File: src/rtl/adder_pkg.sv
`default_nettype none
// ============================================================================
// Module   : adder_pkg
// Brief    : Shared constants and helpers for the pipelined adder/subtractor.
// Revision : 1.0 - initial release
// ============================================================================
package adder_pkg;

  localparam int c_default_width  = 32;
  localparam int c_default_stages = 4;
  localparam int c_max_width      = 1024;

  function automatic int chunk_width(input int width, input int stages);
    return width / stages;
  endfunction

  // 0x7F..F in the low 'width' bits
  function automatic logic [c_max_width-1:0] signed_max(input int width);
    logic [c_max_width-1:0] v;
    v = '0;
    for (int i = 0; i < width - 1; i++) v[i] = 1'b1;
    return v;
  endfunction

  // 0x80..0 in the low 'width' bits
  function automatic logic [c_max_width-1:0] signed_min(input int width);
    logic [c_max_width-1:0] v;
    v = '0;
    v[width-1] = 1'b1;
    return v;
  endfunction

endpackage
`default_nettype wire

File: src/rtl/adder_chunk.sv
`default_nettype none
// ============================================================================
// Module   : adder_chunk
// Brief    : Combinational CW-bit ripple adder built from full-adder cells.
// Revision : 1.0 - initial release
// ============================================================================
module adder_chunk #(
  parameter int CW = 8
) (
  input  logic [CW-1:0] a,
  input  logic [CW-1:0] b,
  input  logic          cin,
  output logic [CW-1:0] sum,
  output logic          cout
);

  logic w_c;

  always_comb begin
    sum = '0;
    w_c = cin;
    for (int i = 0; i < CW; i++) begin
      sum[i] = a[i] ^ b[i] ^ w_c;
      w_c    = (a[i] & b[i]) | (w_c & (a[i] ^ b[i]));
    end
    cout = w_c;
  end

endmodule
`default_nettype wire

File: src/rtl/adder_pipe.sv
`default_nettype none
// ============================================================================
// Module   : adder_pipe
// Brief    : Pipelined chunked adder/subtractor with valid/ready handshake.
//            Define ADDER_PIPE_SAT_EN to clamp the result on signed overflow.
// Revision : 1.0 - initial release
// ============================================================================
module adder_pipe
  import adder_pkg::*;
#(
  parameter int WIDTH  = c_default_width,
  parameter int STAGES = c_default_stages
) (
  input  logic             clk,
  input  logic             rst_n,
  input  logic             in_valid,
  output logic             in_ready,
  input  logic [WIDTH-1:0] a,
  input  logic [WIDTH-1:0] b,
  input  logic             sub,
  input  logic             carry_in,
  output logic             out_valid,
  input  logic             out_ready,
  output logic [WIDTH-1:0] sum,
  output logic             carry_out,
  output logic             overflow
);

  localparam int CW = chunk_width(WIDTH, STAGES);

  if ((STAGES < 1) || (STAGES > WIDTH) || (WIDTH % STAGES != 0)) begin : g_cfg_err
    $error("adder_pipe: WIDTH must be a multiple of STAGES and 1 <= STAGES <= WIDTH");
  end

`ifdef ADDER_PIPE_SAT_EN
  localparam logic [WIDTH-1:0] c_sat_max = WIDTH'(signed_max(WIDTH));
  localparam logic [WIDTH-1:0] c_sat_min = WIDTH'(signed_min(WIDTH));
`endif

  logic [STAGES-1:0] r_valid;
  logic [STAGES-1:0] w_adv;
  logic [STAGES-1:0] w_in_vld;
  logic [STAGES-1:0] w_load;

  // A stage moves when it is empty or everything downstream moves.
  always_comb begin
    w_adv    = '0;
    w_in_vld = '0;
    w_adv[STAGES-1] = !r_valid[STAGES-1] || out_ready;
    for (int k = STAGES - 2; k >= 0; k--) w_adv[k] = !r_valid[k] || w_adv[k+1];
    w_in_vld[0] = in_valid;
    for (int k = 1; k < STAGES; k++) w_in_vld[k] = r_valid[k-1];
    w_load = w_adv & w_in_vld;
  end

  assign in_ready = w_adv[0];

  always_ff @(posedge clk or negedge rst_n) begin
    if (!rst_n) r_valid <= '0;
    else        r_valid <= (r_valid & ~w_adv) | (w_in_vld & w_adv);
  end

  for (genvar k = 0; k < STAGES; k++) begin : g_stage
    localparam int REM_IN = WIDTH - k * CW;   // operand bits not yet summed
    localparam int DONE   = (k + 1) * CW;     // result bits known after this stage

    logic [REM_IN-1:0] w_a;
    logic [REM_IN-1:0] w_b;
    logic              w_cin;
    logic [CW-1:0]     w_chunk;
    logic              w_cout;
    logic [DONE-1:0]   w_sum;
    logic [DONE-1:0]   w_sum_d;
    logic [DONE-1:0]   r_sum;
    logic              r_carry;

    if (k == 0) begin : g_src
      assign w_a   = a;
      assign w_b   = sub ? ~b : b;
      assign w_cin = sub | carry_in;
      assign w_sum = w_chunk;
    end else begin : g_src
      assign w_a   = g_stage[k-1].g_opnd.r_a;
      assign w_b   = g_stage[k-1].g_opnd.r_b;
      assign w_cin = g_stage[k-1].r_carry;
      assign w_sum = {w_chunk, g_stage[k-1].r_sum};
    end

    adder_chunk #(.CW(CW)) u_chunk (
      .a    (w_a[CW-1:0]),
      .b    (w_b[CW-1:0]),
      .cin  (w_cin),
      .sum  (w_chunk),
      .cout (w_cout)
    );

    if (k < STAGES - 1) begin : g_opnd
      logic [REM_IN-CW-1:0] r_a;
      logic [REM_IN-CW-1:0] r_b;
      always_ff @(posedge clk or negedge rst_n) begin
        if (!rst_n) begin
          r_a <= '0;
          r_b <= '0;
        end else if (w_load[k]) begin
          r_a <= w_a[REM_IN-1:CW];
          r_b <= w_b[REM_IN-1:CW];
        end
      end
    end

    if (k == STAGES - 1) begin : g_last
      logic w_ovf;
      logic r_ovf;
      assign w_ovf = (w_a[REM_IN-1] == w_b[REM_IN-1]) && (w_chunk[CW-1] != w_a[REM_IN-1]);
`ifdef ADDER_PIPE_SAT_EN
      // On overflow both operand signs agree, so A's sign picks the rail.
      assign w_sum_d = w_ovf ? (w_a[REM_IN-1] ? c_sat_min : c_sat_max) : w_sum;
`else
      assign w_sum_d = w_sum;
`endif
      always_ff @(posedge clk or negedge rst_n) begin
        if (!rst_n)         r_ovf <= 1'b0;
        else if (w_load[k]) r_ovf <= w_ovf;
      end
    end else begin : g_mid
      assign w_sum_d = w_sum;
    end

    always_ff @(posedge clk or negedge rst_n) begin
      if (!rst_n) begin
        r_sum   <= '0;
        r_carry <= 1'b0;
      end else if (w_load[k]) begin
        r_sum   <= w_sum_d;
        r_carry <= w_cout;
      end
    end
  end

  assign out_valid = r_valid[STAGES-1];
  assign sum       = g_stage[STAGES-1].r_sum;
  assign carry_out = g_stage[STAGES-1].r_carry;
  assign overflow  = g_stage[STAGES-1].g_last.r_ovf;

endmodule
`default_nettype wire

File: config.mk
export PLATFORM = sky130hd
export DESIGN_NAME = adder_pipe
export DESIGN_NICKNAME = d
export VERILOG_FILES = /design/src/rtl/adder_pkg.sv /design/src/rtl/adder_chunk.sv /design/src/rtl/adder_pipe.sv
export SDC_FILE = /design/constraint.sdc
export NUM_CORES = 1
export LEC_CHECK = 0
export CAP_MARGIN = 20
export CORE_MARGIN = 2
export CORE_UTILIZATION = 35
export CTS_BUF_LIST = sky130_fd_sc_hd__clkbuf_4
export CTS_CLUSTER_DIAMETER = 200
export CTS_CLUSTER_SIZE = 24
export DETAILED_ROUTE_END_ITERATION = 7
export PLACE_DENSITY = 0.65
export SLEW_MARGIN = 10
export SYNTH_ARGS = -nofsm -noshare
export SYNTH_HDL_FRONTEND = slang
export SYNTH_SLANG_ARGS = --single-unit
File: constraint.sdc
create_clock -name clk -period 10.1 [get_ports clk]
set_clock_uncertainty 0.1 [all_clocks]
set_input_delay 1.01 -clock clk [delete_from_list [all_inputs] [get_ports clk]]
set_output_delay 1.01 -clock clk [all_outputs]
set_load 0.05 [all_outputs]
==> impl_metrics.csv <==
group,metric,value,unit
run_status,status,"finished, final reports clean",
synthesis,yosysMostFrequentCell,"dfrtp_1",
synthesis,synth_cell_types,23,
global_route,grt_pass1_vias,4820,
power,power_density,268,nW/um^2
place,dp_slack,4660,ps
sta,setup_viol,0,
sta,fin_ws,5280,ps
routing,remaining_drc_errors,0,
cts,cts_max_level,4,
synthesis,yosysSeqAreaShare,0.575,
synthesis,synthFlopType,"dfrtp_1",
final_layout,drive_gt1_frac,0.323,
synthesis,ys_top_cells_by_area,"dfrtp_1, mux2_2, fa_1",
global_route,antenna_found_initial,1,
global_route,grtUsageTotal,0.133,
floorplanning,die_y,156,um
synthesis,synth_cells,515,
routing,drt_iter0_markers,151,
synthesis,yosys_warnings,0,
routing,viasPerCell,4.61,
cts,clk_pin_slew,150,ps
cts,cts-buffers-inserted,17,
cts,cts_resized,0,
cts,cts_tree,"yes",
power,irDropWorstVdd,131,uV
worst_setup_path,path_class,"input port to register",
sta,maxSlewViolCount,0,
routing,firstDrtPassIters,4,
sta,tightest_slew,1010,ps
sta,timing_hold_violations_final,0,
routing,drt-total-wl,14.8,mm
worst_setup_path,critPathLaunchType,"input port",
sta,max-slew-margin-rel,0.328,
routing,vias,4244,
routing,ant_nets,0,
worst_setup_path,cp-end-kind,"register",
floorplanning,io_pins,106,
sta,rsz0062_at_grt,"false",
synthesis,synth_top_area_cell,"dfrtp_1",
synthesis,synth_edf_count,0,
worst_hold_path,min_path_type,"input port to async pin",
floorplanning,fp-row-count,55,
cts,clock_latency,570,ps
power,p_leak,0.00423,uW
synthesis,synth-seq-cells,185,
floorplanning,initial_core_util,0.356,
synthesis,syn-num-nets,618,
sta,finalCritPeriodShare,0.477,
cts,clock-sinks,185,
sta,post-route-min-period,4820,ps
routing,wl_per_cell,16.1,um
synthesis,synth.top_cell.area_share,0.575,
floorplanning,die_area,24200,sq um
flow_run,maxCapViolations,0,
global_route,gr-total-overflow,0,
global_route,grt_max_degree,128,
worst_setup_path,worstPathMaxFanout,33,
cts,postCtsSetupBuffers,0,
cts,clock_path_buffers,2,
final_layout,fin_nets,726,
sta,max_freq,208,MHz
synthesis,ys_async_sr_fraction,1.00,
sta,setup_tns,0,ps
synthesis,syn_area,8060,sq um
synthesis,synthTopCellsByCount,"dfrtp_1, mux2_2, inv_1",
place,dp_hpwl,9.91,mm
final_layout,fill_cells,2058,
worst_setup_path,cp.required,10450,ps
global_route,grt_pass1_wl,24.8,mm
floorplanning,core,22600,sq um
final_layout,area_growth_syn_to_layout,20.5,%
floorplanning,chipWidth,156,um
cts,clockRootBuffer,"clkbuf_4",
worst_setup_path,critPathArrivalTime,5170,ps
place,port_buffers,105,
place,place_congestion,0.724,
cts,postCtsHoldBufs,0,
synthesis,syn_area_per_cell,15.6,sq um
==> power breakdown <==
part | leakage (uW) | switching, uW | total (uW) | internal (uW)
clock | 0.000154 | 250 | 430 | 179
combinational | 0.00192 | 519 | 1000 | 481
sequential | 0.00216 | 161 | 1180 | 1010
==> worst max-delay path: stages <==
cell and delay (ps):
buf_2 70, buf_4 470, xnor2_1 180, fa_1 400, inv_1 90, fa_1 170
inv_1 50, fa_1 400, fa_1 390, fa_1 390, fa_1 410, fa_1 380
inv_1 70, fa_1 410, mux2_4 260
==> logic make-up (layout without fill, tap and decap cells) <==
kind of cell    Yosys count  count (layout)  share of synthesized area
xor+xnor                 33              33                     0.0359
fa+ha+maj                33              33                     0.0811
simple gates             14              14                    0.00978
compound gates            8               8                    0.00621
flops                   185             185                      0.575
buf+inv                  65             185                     0.0370
other cells               0               1                          0
mux                     177             177                      0.255
==> placed cells by master (no fill, tap or decap), types with 3 or more instances in the layout <==
cell | Yosys | final
fa_1 | 32 | 32
clkbuf_4 | 0 | 20
buf_4 | 1 | 5
xnor2_1 | 9 | 9
mux2_4 | 22 | 22
o21ai_0 | 6 | 6
mux2i_1 | 14 | 14
clkinvlp_4 | 0 | 3
clkdlybuf4s50_1 | 0 | 103
bufinv_16 | 0 | 3
mux2_2 | 141 | 141
inv_1 | 43 | 43
dfrtp_1 | 185 | 185
nand2_2 | 0 | 3
nand2b_1 | 4 | 4
xor2_1 | 24 | 24
==> per-layer routing <==
layer	part of all wire	vias up	wire length, um	GRT usage
met4	0.0093	0	138	0.0341
met1	0.46	2231	6800	0.177
met2	0.50	78	7360	0.216
li1	-	1924	-	-
met3	0.033	11	490	0.0347
met5	0	-	0	0
==> path summary, 6_finish.rpt <==
check,start,to,slack [ps],cells past startpoint
max,sub,g_stage[0].r_sum[7],5280,15
min,rst_n,g_stage[0].g_opnd.r_a[22],200,1
max reg2reg,g_stage[2].r_carry,overflow,5920,14
min reg2reg,g_stage[1].r_sum[15],g_stage[2].r_sum[15],400,1
max in group asynchronous,rst_n,g_stage[2].r_sum[1],8150,3
min in group clk,g_stage[1].r_sum[15],g_stage[2].r_sum[15],400,1
==> cell type report <==
class                      instances  area, sq um  share of cell area
sequential                       185         4630               0.477
multi-input combinational        265         3140               0.324
timing repair buffer             111         1110               0.115
tap                              285          357              0.0367
inverter                          43          161              0.0166
clock buffer                      20          150              0.0155
clock inverter                    11          148              0.0152
antenna                            1         2.50            0.000258
==> state kept, by name (all words and copies together) (netlist names), named ones only <==
register,flops
g_stage.r_carry,3
overflow,1
carry_out,1
g_stage.g_opnd.r_a,48
g_stage.g_opnd.r_b,48
sum,32
g_stage.r_sum,48
==> metrics by stage <==
step           area, sq um  power (uW)   util  instances  hold WS [ps]
3_5_place_dp          9380        2220  0.414        888           387
2_1_floorplan         8060        1870      -        515           370
4_1_cts               9680        2650  0.427        919           406
5_1_grt               9710        2790  0.429        921           148
3_3_place_gp          9380        2170  0.414        888           382
6_report              9710        2610  0.429        921           198
Power figures use the tool's default switching activity.
